===== src/rtl/dsp_mac_seq_if.sv =====
// dsp_mac_seq_if -- bundle of every non-clock signal of dsp_mac_seq.
//
// Groups:
//   control  : start, len, abort, busy
//   operands : op_valid/op_ready handshake carrying signed op_a, op_b
//   result   : res_valid/res_ready handshake carrying the 48-bit res_p
//   slice    : dsp_a, dsp_b, dsp_opmode, clock enables, dsp_rstp, and dsp_p back
//
// Modports:
//   slave  : the sequencer (dsp_mac_seq) view
//   master : the host plus DSP slice view (drives commands/operands and dsp_p)
interface dsp_mac_seq_if;
    logic               start;
    logic [7:0]         len;
    logic               abort;
    logic               busy;

    logic               op_valid;
    logic               op_ready;
    logic signed [17:0] op_a;
    logic signed [17:0] op_b;

    logic               res_valid;
    logic               res_ready;
    logic [47:0]        res_p;

    logic signed [17:0] dsp_a;
    logic signed [17:0] dsp_b;
    logic [7:0]         dsp_opmode;
    logic               dsp_cea;
    logic               dsp_ceb;
    logic               dsp_cem;
    logic               dsp_ceopmode;
    logic               dsp_cep;
    logic               dsp_rstp;
    logic [47:0]        dsp_p;

    modport slave (
        input  start, len, abort, op_valid, op_a, op_b, res_ready, dsp_p,
        output busy, op_ready, res_valid, res_p,
        output dsp_a, dsp_b, dsp_opmode, dsp_cea, dsp_ceb, dsp_cem, dsp_ceopmode,
        output dsp_cep, dsp_rstp
    );

    modport master (
        output start, len, abort, op_valid, op_a, op_b, res_ready, dsp_p,
        input  busy, op_ready, res_valid, res_p,
        input  dsp_a, dsp_b, dsp_opmode, dsp_cea, dsp_ceb, dsp_cem, dsp_ceopmode,
        input  dsp_cep, dsp_rstp
    );
endinterface


===== src/rtl/dsp_mac_seq.sv =====
// dsp_mac_seq -- sequences a pipelined DSP multiply-accumulate slice through one dot product.
//
// A host starts an operation with a pair count; operand pairs are streamed through a
// valid/ready handshake straight onto the slice A/B inputs. A shadow pipeline of slots
// {v, first} tracks each pair through the slice so that the OPMODE (clear vs accumulate)
// and the P clock enable line up with the product when it arrives. Once the last product
// has landed in P the sum is captured and presented on a valid/ready result port.
//
// Parameters:
//   LAT       : cycles from a pair on dsp_a/dsp_b to its product loaded into P (3..8)
//   OPM_FIRST : slice OPMODE for the first product (P = M)
//   OPM_ACC   : slice OPMODE for later products (P = P + M)
//
// Ports:
//   clk  : rising-edge clock
//   rstn : synchronous active-low reset
//   bus  : dsp_mac_seq_if.slave (control, operand stream, result stream, slice wiring)
module dsp_mac_seq #(
    parameter int unsigned LAT       = 4,
    parameter logic [7:0]  OPM_FIRST = 8'h01,
    parameter logic [7:0]  OPM_ACC   = 8'h09
) (
    input logic          clk,
    input logic          rstn,
    dsp_mac_seq_if.slave bus
);

    typedef enum logic [2:0] {
        StIdle,
        StClr,
        StRun,
        StDrain,
        StDone
    } state_e;

    state_e           state_q, state_d;
    logic [7:0]       cnt_q, cnt_d;
    logic [7:0]       len_q, len_d;
    logic [LAT-1:0]   slot_v_q, slot_v_d;
    logic [LAT-1:0]   slot_first_q, slot_first_d;
    logic [47:0]      res_p_q, res_p_d;

    logic             op_ready;
    logic             hs;
    logic             abort_hit;
    logic             active;

    // Operand acceptance. The count check is redundant with the move to DRAIN on the
    // last handshake, but keeps op_ready honest if len ever changes meaning.
    always_comb begin
        op_ready  = (state_q == StRun) && (cnt_q < len_q);
        hs        = bus.op_valid && op_ready;
        abort_hit = bus.abort && (state_q != StIdle);
        active    = (state_q == StClr) || (state_q == StRun) || (state_q == StDrain);
    end

    // Next-state logic.
    always_comb begin
        state_d      = state_q;
        cnt_d        = cnt_q;
        len_d        = len_q;
        res_p_d      = res_p_q;
        // Slots advance every cycle; only a RUN handshake inserts a valid one.
        slot_v_d     = {slot_v_q[LAT-2:0], 1'b0};
        slot_first_d = {slot_first_q[LAT-2:0], 1'b0};

        unique case (state_q)
            StIdle: begin
                if (bus.start) begin
                    len_d = bus.len;
                    if (bus.len == 8'd0) begin
                        res_p_d = '0;
                        state_d = StDone;
                    end else begin
                        state_d = StClr;
                    end
                end
            end

            StClr: begin
                cnt_d   = 8'd0;
                state_d = StRun;
            end

            StRun: begin
                slot_v_d[0]     = hs;
                slot_first_d[0] = hs && (cnt_q == 8'd0);
                if (hs) begin
                    cnt_d = cnt_q + 8'd1;
                    if ((cnt_q + 8'd1) == len_q) begin
                        state_d = StDrain;
                    end
                end
            end

            StDrain: begin
                // No valid slot left means the last product was written into P on the
                // previous edge, so dsp_p is final now.
                if (slot_v_q == '0) begin
                    res_p_d = bus.dsp_p;
                    state_d = StDone;
                end
            end

            StDone: begin
                if (bus.res_ready) begin
                    state_d = StIdle;
                end
            end

            default: begin
                state_d = StIdle;
            end
        endcase

        // Abort beats everything else, including a same-cycle handshake.
        if (abort_hit) begin
            state_d      = StIdle;
            cnt_d        = 8'd0;
            res_p_d      = '0;
            slot_v_d     = '0;
            slot_first_d = '0;
        end
    end

    // State registers with synchronous reset.
    always_ff @(posedge clk) begin
        if (!rstn) begin
            state_q      <= StIdle;
            cnt_q        <= 8'd0;
            len_q        <= 8'd0;
            slot_v_q     <= '0;
            slot_first_q <= '0;
            res_p_q      <= '0;
        end else begin
            state_q      <= state_d;
            cnt_q        <= cnt_d;
            len_q        <= len_d;
            slot_v_q     <= slot_v_d;
            slot_first_q <= slot_first_d;
            res_p_q      <= res_p_d;
        end
    end

    // Outputs. While rstn is low everything is forced quiet except the P reset, so the
    // slice is cleared even if the reset lands mid-operation.
    always_comb begin
        bus.busy         = 1'b0;
        bus.op_ready     = 1'b0;
        bus.res_valid    = 1'b0;
        bus.res_p        = '0;
        bus.dsp_a        = '0;
        bus.dsp_b        = '0;
        bus.dsp_opmode   = 8'h00;
        bus.dsp_cea      = 1'b0;
        bus.dsp_ceb      = 1'b0;
        bus.dsp_cem      = 1'b0;
        bus.dsp_ceopmode = 1'b0;
        bus.dsp_cep      = 1'b0;
        bus.dsp_rstp     = 1'b1;

        if (rstn) begin
            bus.busy      = (state_q != StIdle);
            bus.op_ready  = op_ready;
            bus.res_valid = (state_q == StDone);
            bus.res_p     = res_p_q;

            // Bubbles put zero on the slice so stale operands never sit on A/B.
            if (hs) begin
                bus.dsp_a = bus.op_a;
                bus.dsp_b = bus.op_b;
            end

            // OPMODE is taken one stage early so the slice OPMODE register holds it
            // during the cycle the product reaches the P input.
            if (active) begin
                bus.dsp_opmode = slot_first_q[LAT-2] ? OPM_FIRST : OPM_ACC;
            end

            bus.dsp_cea      = active;
            bus.dsp_ceb      = active;
            bus.dsp_cem      = active;
            bus.dsp_ceopmode = active;
            bus.dsp_cep      = slot_v_q[LAT-1];
            bus.dsp_rstp     = (state_q == StClr) || abort_hit;
        end
    end

endmodule


===== src/flat_wrapper.sv =====
// flat-port wrapper written by rule: the top's interface ports become plain ports
module dsp_mac_seq_flat 
#(
    parameter int unsigned LAT       = 4,
    parameter logic [7:0]  OPM_FIRST = 8'h01,
    parameter logic [7:0]  OPM_ACC   = 8'h09
)
  (clk, rstn, bus_start, bus_len, bus_abort, bus_op_valid, bus_op_a, bus_op_b, bus_res_ready, bus_dsp_p, bus_busy, bus_op_ready, bus_res_valid, bus_res_p, bus_dsp_a, bus_dsp_b, bus_dsp_opmode, bus_dsp_cea, bus_dsp_ceb, bus_dsp_cem, bus_dsp_ceopmode, bus_dsp_cep, bus_dsp_rstp);
  dsp_mac_seq_if bus_i ();
  input logic clk;
  input logic rstn;
  input wire logic [$bits(bus_i.start)-1:0] bus_start;
  input wire logic [$bits(bus_i.len)-1:0] bus_len;
  input wire logic [$bits(bus_i.abort)-1:0] bus_abort;
  input wire logic [$bits(bus_i.op_valid)-1:0] bus_op_valid;
  input wire logic [$bits(bus_i.op_a)-1:0] bus_op_a;
  input wire logic [$bits(bus_i.op_b)-1:0] bus_op_b;
  input wire logic [$bits(bus_i.res_ready)-1:0] bus_res_ready;
  input wire logic [$bits(bus_i.dsp_p)-1:0] bus_dsp_p;
  output wire logic [$bits(bus_i.busy)-1:0] bus_busy;
  output wire logic [$bits(bus_i.op_ready)-1:0] bus_op_ready;
  output wire logic [$bits(bus_i.res_valid)-1:0] bus_res_valid;
  output wire logic [$bits(bus_i.res_p)-1:0] bus_res_p;
  output wire logic [$bits(bus_i.dsp_a)-1:0] bus_dsp_a;
  output wire logic [$bits(bus_i.dsp_b)-1:0] bus_dsp_b;
  output wire logic [$bits(bus_i.dsp_opmode)-1:0] bus_dsp_opmode;
  output wire logic [$bits(bus_i.dsp_cea)-1:0] bus_dsp_cea;
  output wire logic [$bits(bus_i.dsp_ceb)-1:0] bus_dsp_ceb;
  output wire logic [$bits(bus_i.dsp_cem)-1:0] bus_dsp_cem;
  output wire logic [$bits(bus_i.dsp_ceopmode)-1:0] bus_dsp_ceopmode;
  output wire logic [$bits(bus_i.dsp_cep)-1:0] bus_dsp_cep;
  output wire logic [$bits(bus_i.dsp_rstp)-1:0] bus_dsp_rstp;
  assign bus_i.start = bus_start;
  assign bus_i.len = bus_len;
  assign bus_i.abort = bus_abort;
  assign bus_i.op_valid = bus_op_valid;
  assign bus_i.op_a = bus_op_a;
  assign bus_i.op_b = bus_op_b;
  assign bus_i.res_ready = bus_res_ready;
  assign bus_i.dsp_p = bus_dsp_p;
  assign bus_busy = bus_i.busy;
  assign bus_op_ready = bus_i.op_ready;
  assign bus_res_valid = bus_i.res_valid;
  assign bus_res_p = bus_i.res_p;
  assign bus_dsp_a = bus_i.dsp_a;
  assign bus_dsp_b = bus_i.dsp_b;
  assign bus_dsp_opmode = bus_i.dsp_opmode;
  assign bus_dsp_cea = bus_i.dsp_cea;
  assign bus_dsp_ceb = bus_i.dsp_ceb;
  assign bus_dsp_cem = bus_i.dsp_cem;
  assign bus_dsp_ceopmode = bus_i.dsp_ceopmode;
  assign bus_dsp_cep = bus_i.dsp_cep;
  assign bus_dsp_rstp = bus_i.dsp_rstp;
  dsp_mac_seq #(.LAT(LAT), .OPM_FIRST(OPM_FIRST), .OPM_ACC(OPM_ACC)) u_core (.clk(clk), .rstn(rstn), .bus(bus_i));
endmodule

===== config.mk =====
export PLATFORM = sky130hd
export DESIGN_NAME = dsp_mac_seq_flat
export DESIGN_NICKNAME = d
export VERILOG_FILES = /design/src/rtl/dsp_mac_seq_if.sv /design/src/rtl/dsp_mac_seq.sv /design/src/flat_wrapper.sv
export SDC_FILE = /design/constraint.sdc
export NUM_CORES = 1
export LEC_CHECK = 0
export CORE_MARGIN = 2
export CORE_UTILIZATION = 43
export DETAILED_ROUTE_END_ITERATION = 7
export PLACE_DENSITY = 0.89
export SLEW_MARGIN = 20
export SYNTH_ARGS = -nofsm -noshare
export SYNTH_HDL_FRONTEND = slang
export SYNTH_SLANG_ARGS = --single-unit

===== constraint.sdc =====
create_clock -name clk -period 5.9 [get_ports clk]
set_clock_uncertainty 0.2 [all_clocks]
set_input_delay 1.77 -clock clk [delete_from_list [all_inputs] [get_ports clk]]
set_output_delay 1.77 -clock clk [all_outputs]
set_load 0.01 [all_outputs]

==> results.json, run 1 <==
{
  "status": "finished, final reports clean",
  "critPathKind": "input port to output port",
  "row_count": 34,
  "max_slew_margin_pct": 30.4,
  "setup_tns_ps": 0,
  "routed_wl_um": 11800,
  "synthXorXnorAreaFrac_pct": 1.84,
  "setup_viol": 0,
  "power.density_nw_per_um2": 217,
  "min_period_over_period_pct": 94.8,
  "cts_buffers": 9,
  "rsz0062_at_grt": "false",
  "synth-seq-area-share_pct": 39.0,
  "worst_pin_slew_ps": 1040,
  "async_flop_share_pct": 0,
  "drc_errors": 0,
  "firstDrtPassIters": 5,
  "die_h_um": 98.0,
  "clock_path_buffers": 2,
  "globalplace.congestion": 0.931,
  "crit_path_start_kind": "input port",
  "cts_resized": 0,
  "ant_nets": 0,
  "setup.worst_path.end_class": "output port",
  "synthSimpleGateAreaFrac_pct": 29.6,
  "grt_overflow": 0,
  "holdBufCountCts": 0,
  "diodes": 0,
  "synth_top_family_by_area": "simple AND/OR/NAND/NOR gates",
  "fmax_ghz": 0.179,
  "synth_top_area_cell": "dfxtp_1",
  "grt_pass1_vias": 3843,
  "ios": 199,
  "vias": 3949,
  "grt_max_degree": 50,
  "critPathMaxStageDelay_ps": 550,
  "start_util_pct": 44.0,
  "drive_above_1_share_pct": 5.18,
  "synth_cells": 464,
  "cts_tree": "built",
  "dp_hpwl_um": 8650,
  "yosys-top-cells-area": "dfxtp_1 (39%), a22oi_1 (9.5%), and2_1 (9.2%)",
  "synth-seq-cells": 74,
  "timing.critical_path.mode_cell": "clkdlybuf4s50_1",
  "cts-root-buf": "clkbuf_8",
  "ys.flop_type": "dfxtp_1",
  "path_cells": "clkdlybuf4s50_1 -> o2111ai_2 -> nor2_1 -> buf_4 -> and3_1 -> clkdlybuf4s50_1",
  "grt_pass1_wl_um": 18900,
  "grt_usage_pct": 23.8,
  "syn_to_final_growth_pct": 58.1,
  "synth_edf_count": 0,
  "drt_iter0_drc": 199,
  "cts_setup_buffers": 0,
  "syn_area_per_cell_um2": 8.19,
  "path_max_fanout": 40,
  "cap_violations": 0,
  "fin_crit_ps": 5590,
  "hold_viol": 0,
  "die-area_um2": 9610,
  "required_ps": 3930,
  "synth.distinct_cells": 47,
  "clock-sinks": 74,
  "nets": 740,
  "synth-compound-area-share_pct": 18.3,
  "via_per_inst": 5.30,
  "vdd_drop_max_uv": 161,
  "synthAdderAreaFrac_pct": 3.29,
  "antenna_found_initial": 0,
  "path_clk_slew_ps": 80,
  "synth_mux_area_share_pct": 0.263,
  "slowest_stage": "clkdlybuf4s50_1",
  "cp.arrival_ps": 3620,
  "portBuffers": 192,
  "finalMaxSlewViolations": 0,
  "syn-cell-area_um2": 3800,
  "core-area_um2": 8640,
  "die_x_um": 98.0,
  "synth_top_cell_area_share_pct": 39.0,
  "power_leakage_uw": 0.00234,
  "routedWlPerCell_um": 15.8,
  "cts_max_level": 3,
  "final_util_pct": 69.6,
  "ys_warn_count": 0,
  "clk_latency_ps": 340,
  "min_path_type": "register to register"
}
-- layout make-up --
| class | count | area, µm² |
|---|---|---|
| flip-flops and latches | 74 | 1480 |
| multi-input cells | 335 | 2080 |
| well taps | 108 | 135 |
| repair buffers | 201 | 2000 |
| clock buffers | 9 | 124 |
| fillers | 676 | 2630 |
| inverters | 11 | 43.8 |
| clock inverters | 7 | 149 |
-- placed cells by master (no fill, tap or decap), types with 2 or more instances in the layout --
cell type / instances
nand3_1: 7
bufinv_16: 4
dfxtp_1: 74
clkbuf_8: 9
xnor2_1: 4
a22oi_1: 48
conb_1: 6
nor2b_1: 3
nor2_1: 60
nor3_4: 2
nor4_1: 3
xor2_1: 4
a21oi_1: 9
nand2_1: 28
nand4_1: 4
and3_1: 40
o221a_1: 3
clkdlybuf4s50_1: 191
o31ai_1: 2
ha_1: 10
and2_1: 56
buf_4: 8
a21boi_0: 8
o21ai_0: 10
nor3_1: 6
a31oi_1: 2
nor3b_1: 3
inv_1: 10
-- per-stage QoR --
step | area, µm² | cells | total power (µW) | worst slack (ps) | hold slack [ps]
after floorplan | 3820 | 469 | 661 | 1030 | 206
after global placement | 5710 | 728 | 773 | 360 | 213
after CTS | 5980 | 744 | 1310 | 305 | 234
after detailed placement | 5710 | 728 | 780 | 311 | 215
after global routing | 6010 | 745 | 1360 | 154 | 271
final | 6010 | 745 | 1300 | 307 | 231
-- final timing paths --
kind	startpoint	endpoint	slack, ps	cells past startpoint
worst min register to register	u_core.slot_first_q[1]$_SDFF_PP0_	u_core.slot_first_q[2]$_SDFF_PP0_	230	1
worst max-delay path	bus_op_valid	bus_dsp_b[4]	310	6
worst max register to register	u_core.slot_v_q[1]$_SDFF_PP0_	u_core.res_p_q[3]$_SDFFE_PP0P_	3270	6
worst min-delay path	u_core.slot_first_q[1]$_SDFF_PP0_	u_core.slot_first_q[2]$_SDFF_PP0_	230	1
-- critical path: cells and delay by family --
family | cells | cell delay [ps]
buffers and inverters | 3 | 1340
and+or+nand+nor | 2 | 350
AOI/OAI and AO/OA | 1 | 150
-- report_power, final --
part | switching, µW | internal (µW)
registers | 15.0 | 514
logic | 116 | 127
clock network | 204 | 329
total | 334 | 970
-- cells in the mapped netlist, types with 2 or more instances --
cell type / number
inv_1: 10
a21boi_0: 8
nor3_1: 7
nor4_1: 3
o221a_1: 3
clkbuf_1: 27
buf_4: 10
buf_6: 2
nand2_1: 28
o21ai_0: 10
buf_2: 9
a21oi_1: 9
xor2_1: 4
ha_1: 10
and2_1: 56
dfxtp_1: 74
nor3b_1: 3
nor2b_1: 3
xnor2_1: 4
nand3_1: 7
a22oi_1: 48
and3_1: 40
a31oi_1: 2
nand4_1: 4
nor2_1: 60
o31ai_1: 2
-- layer usage --
layer,vias to the layer above,GRT usage (%),routed length (µm)
li1,1923,-,-
met1,1838,27.4,4540
met2,179,41.9,5950
met3,9,8.73,1200
met4,0,5.66,95
met5,-,0,0
-- registers in the layout, summed over array words and instances, names as in the netlist --
name,flops
u_core.slot_v_q,4
u_core.slot_first_q,3
u_core.state_q,3
u_core.cnt_q,8
u_core.res_p_q,48
u_core.len_q,8
-- cell families after synthesis --
kind of cell | after synthesis
xor+xnor | 8
mux | 1
compound gates | 95
buf+inv | 60
fa+ha+maj | 10
simple gates | 215
flops | 74
other cells | 1
Note: power is estimated with default switching activity, not from simulation.
==> run 2, diff against run 1 <==
Settings changed: CORE_UTILIZATION 43 to 40, HOLD_SLACK_MARGIN set to 0.03, PLACE_DENSITY 0.89 to 0.84.
Clock period 5.9 ns to 5.6 ns, I/O delays scaled along.
==> results.json, run 2 (synthesis gave the netlist of run 1 again) <==
{
  "status": "finished, final reports clean",
  "min_path_type": "register to register",
  "setup_tns_ps": 0,
  "final_common_cell": "clkdlybuf4s50_1",
  "max_slew_margin_pct": 51.7,
  "power_switching_share_pct": 26.7,
  "fmax_ghz": 0.189,
  "hold_viol": 0,
  "nets": 739,
  "ant_nets": 0,
  "globalplace.congestion": 0.914,
  "power_leakage_uw": 0.00231,
  "routedWlPerCell_um": 15.1,
  "largest_registers": "u_core.res_p_q x48, u_core.cnt_q x8, u_core.len_q x8",
  "cts_max_level": 3,
  "die_x_um": 102,
  "portBuffers": 192,
  "grt_pass1_vias": 3738,
  "cts_tree": "built",
  "pwr-share-clk_pct": 34.1,
  "fin_crit_ps": 5280,
  "placed_cell_area_um2": 5750,
  "drt_iter0_drc": 209,
  "via_per_inst": 5.16,
  "p_switching_uw": 329,
  "firstDrtPassIters": 4,
  "die-area_um2": 10300,
  "vias": 3950,
  "grt_overflow": 0,
  "crit_path_start_kind": "input port",
  "antenna_found_initial": 0,
  "power_frac_comb_pct": 20.6,
  "diodes": 0,
  "start_util_pct": 41.2,
  "syn_to_final_growth_pct": 57.0,
  "required_ps": 3720,
  "drc_errors": 0,
  "finalMaxSlewViolations": 0,
  "cp.arrival_ps": 3400,
  "clock-sinks": 74,
  "path_clk_slew_ps": 70,
  "cts-root-buf": "clkbuf_8",
  "path_max_fanout": 40,
  "holdBufCountCts": 0,
  "grt_max_degree": 58,
  "cap_violations": 0,
  "dp_hpwl_um": 8460,
  "routed_wl_um": 11500,
  "core-area_um2": 9240,
  "cts_buffers": 9,
  "cts_setup_buffers": 0,
  "vdd_drop_max_uv": 133,
  "cts_resized": 0,
  "power.density_nw_per_um2": 206,
  "fin_hold_ws_ps": 228,
  "seqPwrFrac_pct": 45.2,
  "critPathKind": "input port to output port",
  "row_count": 35,
  "final_area_um2": 5970,
  "grt_usage_pct": 21.4,
  "setup.worst_path.end_class": "output port",
  "drive_above_1_share_pct": 5.19,
  "setup_viol": 0,
  "p_int_uw": 904,
  "die_h_um": 102,
  "final_cell_mix": "clkdlybuf4s50_1 (191), dfxtp_1 (74), nor2_1 (59)",
  "ios": 199,
  "worst_pin_slew_ps": 719,
  "grt_pass1_wl_um": 17600,
  "largest_reg_flops": 48,
  "min_period_over_period_pct": 94.3,
  "top_register": "u_core.res_p_q",
  "clk_latency_ps": 330,
  "clock_path_buffers": 2,
  "rsz0062_at_grt": "false"
}
## run 2: worst paths after layout
path / from / end / slack (ps) / cells past startpoint
worst min-delay path: u_core.slot_first_q[1]$_SDFF_PP0_ / u_core.slot_first_q[2]$_SDFF_PP0_ / 230 / 1
worst max register to register: u_core.cnt_q[5]$_SDFFE_PP0P_ / u_core.cnt_q[3]$_SDFFE_PP0P_ / 3180 / 6
worst min register to register: u_core.slot_first_q[1]$_SDFF_PP0_ / u_core.slot_first_q[2]$_SDFF_PP0_ / 230 / 1
worst max-delay path: bus_op_valid / bus_dsp_a[15] / 320 / 6
## run 2: final cells by class
class	count	area, µm²
timing repair buffer	200	2000
fill	764	3270
clock inverter	5	52.6
multi-input combinational	335	2080
sequential	74	1480
inverter	11	43.8
tap	129	161
clock buffer	11	151
## run 2: power groups by stage
stage	Sequential, µW	Combinational (µW)	Clock (µW)
finish	557	254	421
detailed placement	569	254	0
CTS	557	255	430
global route	559	278	450
global placement	568	248	0
floorplan	561	136	0
## run 2: worst max-delay path, stage by stage
cell,delay [ps]
clkdlybuf4s50_1,470
o2111ai_2,170
nor2_2,180
buf_12,190
and3_1,170
clkdlybuf4s50_1,540
## run 2: metrics by stage
| step | total power, µW | std cells | setup WS (ps) | utilization (%) |
|---|---|---|---|---|
| 2_1_floorplan | 697 | 469 | 913 | - |
| 3_3_place_gp | 815 | 748 | 360 | 62.2 |
| 3_5_place_dp | 823 | 748 | 329 | 62.2 |
| 4_1_cts | 1240 | 764 | 329 | 64.4 |
| 5_1_grt | 1290 | 765 | 260 | 64.6 |
| 6_report | 1230 | 765 | 319 | 64.6 |
## run 2: layer usage
metal	track usage, %	share of wire, %	up-vias
met1	23.7	39	1838
met2	38.6	51	178
met3	7.73	9.6	6
met4	6.13	0.40	0
li1	-	-	1928
met5	0	0	-
==> run 3, diff against run 2 <==
Settings changed: SLEW_MARGIN 20 to 25.
==> results.json, run 3 (synthesis gave the netlist of run 1 again) <==
{
  "grt_pass1_vias": 3854,
  "path_clk_slew_ps": 70,
  "ios": 199,
  "startpoint": "bus_op_valid",
  "die_h_um": 102,
  "required_ps": 3720,
  "globalplace.congestion": 0.914,
  "hold_viol": 0,
  "cts-root-buf": "clkbuf_8",
  "final_cell_mix": "clkdlybuf4s50_1 (191), dfxtp_1 (74), nor2_1 (59)",
  "setup_tns_ps": 0,
  "worst_slack_ps": 309,
  "reg2reg_slack_ps": 3160,
  "final_common_cell": "clkdlybuf4s50_1",
  "power_leakage_uw": 0.00232,
  "core-area_um2": 9240,
  "dp_cells": 749,
  "cp.arrival_ps": 3410,
  "ant_nets": 0,
  "min_period_over_period_pct": 94.5,
  "place_ws_ps": 314,
  "min_path_type": "register to register",
  "routedWlPerCell_um": 15.0,
  "power_switching_share_pct": 26.0,
  "clock-sinks": 74,
  "p_switching_uw": 330,
  "critPathKind": "input port to output port",
  "routed_wl_um": 11500,
  "setup_viol": 0,
  "reg2reg_to": "u_core.cnt_q[3]$_SDFFE_PP0P_",
  "setup.worst_path.end_class": "output port",
  "antenna_found_initial": 0,
  "nets": 739,
  "grt_max_degree": 58,
  "finalMaxSlewViolations": 0,
  "vias": 3927,
  "r2r_start": "u_core.cnt_q[5]$_SDFFE_PP0P_",
  "power_frac_comb_pct": 20.2,
  "cts_buffers": 9,
  "grt_pass1_wl_um": 18100,
  "cap_violations": 0,
  "worst_pin_slew_ps": 698,
  "fmax_ghz": 0.189,
  "top_register": "u_core.res_p_q",
  "cts_setup_buffers": 0,
  "power.density_nw_per_um2": 211,
  "power_uw": 1270,
  "start_util_pct": 41.2,
  "setup.worst_path.end": "bus_dsp_b[5]",
  "clock_path_buffers": 2,
  "dp_hpwl_um": 8600,
  "vdd_drop_max_uv": 133,
  "clk_latency_ps": 340,
  "p_int_uw": 936,
  "largest_reg_flops": 48,
  "diodes": 0,
  "firstDrtPassIters": 5,
  "cts_resized": 0,
  "largest_registers": "u_core.res_p_q x48, u_core.cnt_q x8, u_core.len_q x8",
  "seqPwrFrac_pct": 44.0,
  "instances_no_fill": 765,
  "max_slew_margin_pct": 53.1,
  "drive_above_1_share_pct": 5.19,
  "portBuffers": 192,
  "cts_tree": "built",
  "row_count": 35,
  "grt_usage_pct": 21.8,
  "reg2reg_depth": 6,
  "rsz0062_at_grt": "false",
  "drc_errors": 0,
  "pwr-share-clk_pct": 35.8,
  "status": "finished, final reports clean",
  "grt_overflow": 0,
  "cts_max_level": 3,
  "syn_to_final_growth_pct": 57.6,
  "fill_cells": 744,
  "die_x_um": 102,
  "holdBufCountCts": 0,
  "drt_iter0_drc": 182,
  "via_per_inst": 5.13,
  "path_max_fanout": 40,
  "die-area_um2": 10300,
  "crit_path_start_kind": "input port",
  "fin_crit_ps": 5290,
  "fin_hold_ws_ps": 230
}
-- run 3: cell types whose count changed in the layout (fill, tap and decap cells not counted) --
| cell | delta |
|---|---|
| buf_12 | -1 |
| clkbuf_8 | -1 |
| bufinv_16 | +1 |
| buf_16 | +1 |
| clkinv_2 | +1 |
| clkinvlp_4 | -1 |
-- run 3: per-layer routing --
metal | wire length, µm | GRT usage [%]
met4 | 142 | 7.07
met3 | 1170 | 8.35
met1 | 4490 | 24.4
met5 | 0 | 0
met2 | 5710 | 38.2
-- run 3: area by class of cell --
type                       instances  area, µm²  share of cell area (%)
multi-input combinational        335       2080                    34.7
timing repair buffer             200       2010                    33.5
sequential                        74       1480                    24.7
tap                              129        161                    2.69
clock buffer                      10        138                    2.30
clock inverter                     6       80.1                    1.34
inverter                          11       43.8                   0.731
-- run 3: worst max-delay path, cell delays in order --
cell,delay [ps]
clkdlybuf4s50_1,470
o2111ai_2,170
nor2_2,180
buf_12,190
and3_1,180
clkdlybuf4s50_1,530
-- run 3: power by group through the flow --
| stage | clock [µW] | sequential (µW) | combinational [µW] |
|---|---|---|---|
| after floorplan | 0 | 561 | 136 |
| after global placement | 0 | 568 | 248 |
| after detailed placement | 0 | 569 | 256 |
| after CTS | 460 | 557 | 256 |
| after global routing | 483 | 559 | 279 |
| final | 453 | 557 | 256 |
-- run 3: worst min-delay path by stage --
stage / endpoint / slack, ps / from / cells past startpoint
finish: u_core.slot_first_q[2]$_SDFF_PP0_ / 230 / u_core.slot_first_q[1]$_SDFF_PP0_ / 1
global route: u_core.slot_first_q[2]$_SDFF_PP0_ / 250 / u_core.slot_first_q[1]$_SDFF_PP0_ / 1
global placement: u_core.slot_first_q[1]$_SDFF_PP0_ / 210 / u_core.slot_first_q[0]$_SDFF_PP0_ / 1
CTS: u_core.slot_first_q[2]$_SDFF_PP0_ / 240 / u_core.slot_first_q[1]$_SDFF_PP0_ / 1
detailed placement: u_core.slot_first_q[2]$_SDFF_PP0_ / 220 / u_core.slot_first_q[1]$_SDFF_PP0_ / 1
floorplan: u_core.slot_first_q[1]$_SDFF_PP0_ / 210 / u_core.slot_first_q[0]$_SDFF_PP0_ / 1
-- run 3: stage by stage --
| stage | cell area [µm²] | utilization [%] |
|---|---|---|
| floorplan | 3820 | - |
| global placement | 5750 | 62.2 |
| detailed placement | 5770 | 62.5 |
| CTS | 5990 | 64.8 |
| global route | 5990 | 64.8 |
| finish | 5990 | 64.8 |
==> variant 1: new RTL, settings of run 2 <==
Encoding of `state_e`: now one-hot (5 bits for 5 states).
--- a/src/rtl/dsp_mac_seq.sv
+++ b/src/rtl/dsp_mac_seq.sv
@@ -25,12 +25,12 @@
     dsp_mac_seq_if.slave bus
 );
 
-    typedef enum logic [2:0] {
-        StIdle,
-        StClr,
-        StRun,
-        StDrain,
-        StDone
+    typedef enum logic [4:0] {
+        StIdle  = 5'b00001,
+        StClr   = 5'b00010,
+        StRun   = 5'b00100,
+        StDrain = 5'b01000,
+        StDone  = 5'b10000
     } state_e;
 
     state_e           state_q, state_d;
Check against the original RTL: no difference found for any inputs over 10 cycles, from zero or initial values and one cycle with rstn low; not proved beyond that.
==> variant 1 against run 2 <==
- worst setup slack gained 130 ps
- power increased by 17%
- global-route usage is 1.2 points higher
- design area increased by 5.5%
- non-clock buffer count unchanged
- maximum frequency up 2.6%
- critical path depth decreased by 1
- via count up 9.1%
- sequential cell count up 2
- synthesized area rose by 6.5%
- worst hold slack improved by 22 ps
- wire length up 10%
==> variant 1: results (changes against run 2) <==
stage,metric,value,unit,change
logic_synthesis,synth_area_leaders,"dfxtp_1 (38%), and2_1 (14%), a21oi_1 (7.4%)",,"was dfxtp_1 (39%), a22oi_1 (9.5%), and2_1 (9.2%)"
drt,dr.pass1.iters,5,,was 4
power,internal_power,1.03,mW,was 0.904 mW
logic_synthesis,syn_inst,521,,was 464
global_routing,grt_pass1_wl,20.3,mm,was 17.6 mm
clock_tree,cts.clk_slew.worst_paths,80,ps,
clock_tree,cts_root_buf,clkbuf_8,,unchanged
clock_tree,post_cts_buffers,0,,unchanged
logic_synthesis,yosysUniqueCellTypes,47,,unchanged
place,postPlaceCellArea,6050,um2,was 5750 um2
sta,relSlewSlack,0.572,,was 0.517
logic_synthesis,ys_seq_area_frac,0.376,,was 0.390
power,power.leakage,2.30,nW,was 2.31 nW
place,gp_congestion,0.899,,was 0.914
logic_synthesis,async_flop_share,0,,unchanged
global_routing,grt_start_max_net_pins,59,,was 58
drt,drt_first_iter_violations,268,,was 209
status,outcome,finished clean,,unchanged
logic_synthesis,ys_top_cells_by_count,"and2_1 (90), dfxtp_1 (76), a21oi_1 (60)",,"was dfxtp_1 (74), nor2_1 (60), and2_1 (56)"
clock_tree,numCtsBuffers,9,,unchanged
layout,drive_above_1_share,0.0473,,was 0.0519
logic_synthesis,yosys_warnings,0,,unchanged
layout,reg_top3,"u_core.res_p_q (48), u_core.cnt_q (8), u_core.len_q (8)",,unchanged
clock_tree,cts_resized,0,,unchanged
worst_hold_path,holdCritPathClass,reg2reg,,unchanged
global_routing,grt_use_total,0.226,,was 0.214
global_routing,antenna_found_initial,0,,unchanged
layout,antenna-diode-count,0,,unchanged
layout,final_cells,830,,was 765
clock_tree,htreeDepth,3,,unchanged
setup_path,crit_arrival,3270,ps,was 3400 ps
clock_tree,hold_buffers,0,,unchanged
drt,dr_total_vias,4308,,"was 3,950"
clock_tree,insertion_delay,350,ps,was 330 ps
place,pre_cts_ws,428,ps,was 329 ps
power,vdd_drop_max,0.205,mV,was 0.133 mV
place,place_inst,814,,was 748
floorplan,die_w,105,um,was 102 um
clock_tree,clock_path_buffers,2,,unchanged
drt,wl_per_cell,15.3,um,was 15.1 um
place,dpl.hpwl,9.46,mm,was 8.46 mm
layout,final_net_count,800,,was 739
global_routing,grt_pass1_vias,4196,,"was 3,738"
place,portBuffers,192,,unchanged
setup_path,path_max_fanout,36,,was 40
-- variant 1: per-layer routing --
| layer | part of all wire | GRT usage |
|---|---|---|
| met1 | 0.40 | 0.261 |
| met2 | 0.50 | 0.401 |
| met5 | 0 | 0 |
| met4 | 0.021 | 0.0771 |
| met3 | 0.079 | 0.0618 |
-- variant 1: stage by stage --
step	hold slack, ps	total power [mW]
floorplan	227	0.801
global placement	234	0.933
detailed placement	241	0.945
CTS	251	1.45
global route	274	1.52
finish	249	1.44
-- variant 1: path summary, 6_finish.rpt --
kind | slack (ps) | from | endpoint | cells after the start
setup / recovery | 450 | bus_op_valid | bus_dsp_b[6] | 5
hold / removal | 250 | u_core.res_p_q[37] | u_core.res_p_q[37] | 2
setup reg to reg | 2890 | u_core.state_q[4] | u_core.res_p_q[24] | 8
hold reg to reg | 250 | u_core.res_p_q[37] | u_core.res_p_q[37] | 2
-- variant 1: cell families (layout without fill, tap and decap cells) --
kind of cell | Yosys count | count (layout) | share of synthesized area
and+or+nand+nor | 270 | 270 | 0.365
AOI/OAI and AO/OA | 91 | 91 | 0.126
DFF | 76 | 76 | 0.376
buffers and inverters | 57 | 228 | 0.0645
adders and majority gates | 10 | 10 | 0.0309
xor gates and xnor gates | 8 | 8 | 0.0173
muxes | 8 | 8 | 0.0198
other | 1 | 6 | 0.000926
-- variant 1: power groups by stage --
| stage | combinational (mW) | sequential [mW] | clock, mW |
|---|---|---|---|
| 6_report | 0.351 | 0.585 | 0.509 |
| 5_1_grt | 0.386 | 0.589 | 0.541 |
| 4_1_cts | 0.349 | 0.584 | 0.517 |
| 3_5_place_dp | 0.348 | 0.597 | 0 |
| 3_3_place_gp | 0.338 | 0.596 | 0 |
| 2_1_floorplan | 0.211 | 0.589 | 0 |
-- variant 1: area by class of cell --
type | count | area [um2]
fillers | 857 | 3520
multi-input cells | 393 | 2310
repair buffers | 200 | 2020
flip-flops and latches | 76 | 1520
well taps | 133 | 166
clock buffers | 10 | 128
clock inverters | 6 | 113
inverters | 12 | 45.0
-- variant 1: critical path, cell delays in order --
cell	delay, ps
clkdlybuf4s50_1	480
and3_1	150
buf_4	250
and2_1	170
clkdlybuf4s50_1	530
==> variant 2: new RTL, settings of run 2 <==
Made on the original files. `OPM_FIRST` is set to 8'h01 in 2 places; all go to 8'h00.
--- a/src/rtl/dsp_mac_seq.sv
+++ b/src/rtl/dsp_mac_seq.sv
@@ -17,7 +17,7 @@
 //   bus  : dsp_mac_seq_if.slave (control, operand stream, result stream, slice wiring)
 module dsp_mac_seq #(
     parameter int unsigned LAT       = 4,
-    parameter logic [7:0]  OPM_FIRST = 8'h01,
+    parameter logic [7:0]  OPM_FIRST = 8'h00,
     parameter logic [7:0]  OPM_ACC   = 8'h09
 ) (
     input logic          clk,
--- a/src/flat_wrapper.sv
+++ b/src/flat_wrapper.sv
@@ -2,7 +2,7 @@
 module dsp_mac_seq_flat 
 #(
     parameter int unsigned LAT       = 4,
-    parameter logic [7:0]  OPM_FIRST = 8'h01,
+    parameter logic [7:0]  OPM_FIRST = 8'h00,
     parameter logic [7:0]  OPM_ACC   = 8'h09
 )
   (clk, rstn, bus_start, bus_len, bus_abort, bus_op_valid, bus_op_a, bus_op_b, bus_res_ready, bus_dsp_p, bus_busy, bus_op_ready, bus_res_valid, bus_res_p, bus_dsp_a, bus_dsp_b, bus_dsp_opmode, bus_dsp_cea, bus_dsp_ceb, bus_dsp_cem, bus_dsp_ceopmode, bus_dsp_cep, bus_dsp_rstp);
Function: changed (Yosys sat finds a counterexample within 10 cycles, from zero or initial values and one cycle with rstn low).
==> variant 2 against run 2 <==
- core utilization is 0.19 points lower
- combinational power increased by 3%
- wire length increased by 2.3%
- sequential cell count did not move
- synthesized area increased by 1.6%
- power grew 4.5%
- worst setup slack lost 15 ps
- design area up 0.65%
==> variant 2: results (changes against run 2) <==
stage,metric,value,unit,change
drt,wl_met2,5.95,mm,was 5.86 mm
setup_path,path_max_fanout,40,,unchanged
global_routing,grtUsageMet3,0.0636,,was 0.0773
setup_path,start_kind,primary input,,unchanged
setup_path,crit_end,bus_dsp_b[7],,was bus_dsp_a[15]
status,outcome,finished clean,,unchanged
drt,vias_per_cell,5.15,,was 5.16
drt,dr.pass1.iters,4,,unchanged
setup_path,rr_endpoint,u_core.cnt_q[2],,was u_core.cnt_q[3]
global_routing,grt_use_total,0.214,,about the same
global_routing,grt_pass1_vias,3768,,"was 3,738"
layout,final_net_count,736,,was 739
setup_path,crit_family,buffers and inverters,,unchanged
clock_tree,insertion_delay,340,ps,
layout,antenna-diode-count,0,,unchanged
global_routing,grt_start_max_net_pins,50,,was 58
clock_tree,cts.clk_slew.worst_paths,80,ps,
place,portBuffers,192,,unchanged
drt,dr_total_vias,3916,,"was 3,950"
logic_synthesis,yosys_warnings,0,,unchanged
setup_path,crit_arrival,3420,ps,was 3400 ps
clock_tree,htreeDepth,3,,unchanged
sta,relSlewSlack,0.452,,was 0.517
power,power.leakage,2.35,nW,was 2.31 nW
place,postPlaceCellArea,5780,um2,was 5750 um2
global_routing,grt_pass1_wl,18.0,mm,was 17.6 mm
sta,setup_slack,303,ps,was 319 ps
drt,met1_length,4.80,mm,was 4.50 mm
power,vdd_drop_max,0.160,mV,was 0.133 mV
logic_synthesis,yosysUniqueCellTypes,49,,was 47
global_routing,antenna_found_initial,0,,unchanged
drt,met3_length,932,um,was 1.11 mm
place,place_inst,746,,was 748
logic_synthesis,ys_seq_area_frac,0.383,,was 0.390
logic_synthesis,ys_top_cells_by_count,"dfxtp_1 (74), nor2_1 (56), and2_1 (55)",,"was dfxtp_1 (74), nor2_1 (60), and2_1 (56)"
drt,drt_wl_total,11.8,mm,was 11.5 mm
logic_synthesis,async_flop_share,0,,unchanged
clock_tree,clock_path_buffers,2,,unchanged
setup_path,r2r_cells,8,,was 6
drt,drt_first_iter_violations,183,,was 209
global_routing,grt_use_met2,0.362,,was 0.386
setup_path,r2r-start,u_core.len_q[7],,was u_core.cnt_q[5]
setup_path,ff2ff_setup_slack,3070,ps,was 3180 ps
setup_path,slowest_stage,clkdlybuf4s50_1,,unchanged
logic_synthesis,postSynthAreaPerCell,8.44,um2,was 8.19 um2
place,gp_congestion,0.787,,was 0.914
place,dpl.hpwl,8.72,mm,was 8.46 mm
global_routing,met1_usage,0.267,,was 0.237
logic_synthesis,synth_area_leaders,"dfxtp_1 (38%), a22oi_1 (9.5%), and2_1 (8.9%)",,"was dfxtp_1 (39%), a22oi_1 (9.5%), and2_1 (9.2%)"
layout,drive_above_1_share,0.0712,,was 0.0519
place,pre_cts_ws,255,ps,was 329 ps
clock_tree,cts_root_buf,clkbuf_8,,unchanged
## variant 2: report_power, final
group	internal, mW	leakage [nW]	switching, mW	total, mW
clock	0.273	0.108	0.196	0.469
combinational	0.139	1.64	0.123	0.261
sequential	0.541	0.598	0.0157	0.557
total	0.953	2.35	0.334	1.29
## variant 2: how the worst min path moves through the flow
stage | startpoint | cells past startpoint | slack [ps] | end
final | u_core.slot_first_q[1] | 1 | 230 | u_core.slot_first_q[2]
after global routing | u_core.slot_first_q[0] | 1 | 260 | u_core.slot_first_q[1]
after CTS | u_core.slot_first_q[1] | 1 | 230 | u_core.slot_first_q[2]
after detailed placement | u_core.slot_first_q[1] | 1 | 220 | u_core.slot_first_q[2]
after global placement | u_core.slot_first_q[0] | 1 | 220 | u_core.slot_first_q[1]
after floorplan | u_core.slot_first_q[0] | 1 | 210 | u_core.slot_first_q[1]
## variant 2: worst reg2reg max path: stages, from the launching register on
cell       delay [ps]
dfxtp_1           400
inv_1              70
ha_1              340
a21o_2            230
a311o_4           410
nor2_4            130
nand2_4           100
a2111oi_0         440
a31o_2            170
## variant 2: final cells by class
class,instances,area (um2)
clock buffer,11,151
clock inverter,4,75.1
fill,779,3320
inverter,12,45.0
multi-input combinational,330,2100
sequential,74,1480
tap,129,161
timing repair buffer,201,2000
## variant 2: logic make-up (layout without fill, tap and decap cells)
| family | count (synthesis) | count (layout) | share of synthesized area |
|---|---|---|---|
| AO/OA/AOI/OAI | 93 | 93 | 0.183 |
| XOR/XNOR | 11 | 11 | 0.0249 |
| adder cells (fa/ha/maj) | 10 | 10 | 0.0324 |
| buffers and inverters | 59 | 228 | 0.0800 |
| flip-flops | 74 | 74 | 0.383 |
| other | 1 | 6 | 0.000971 |
| AND/OR/NAND/NOR | 210 | 210 | 0.296 |
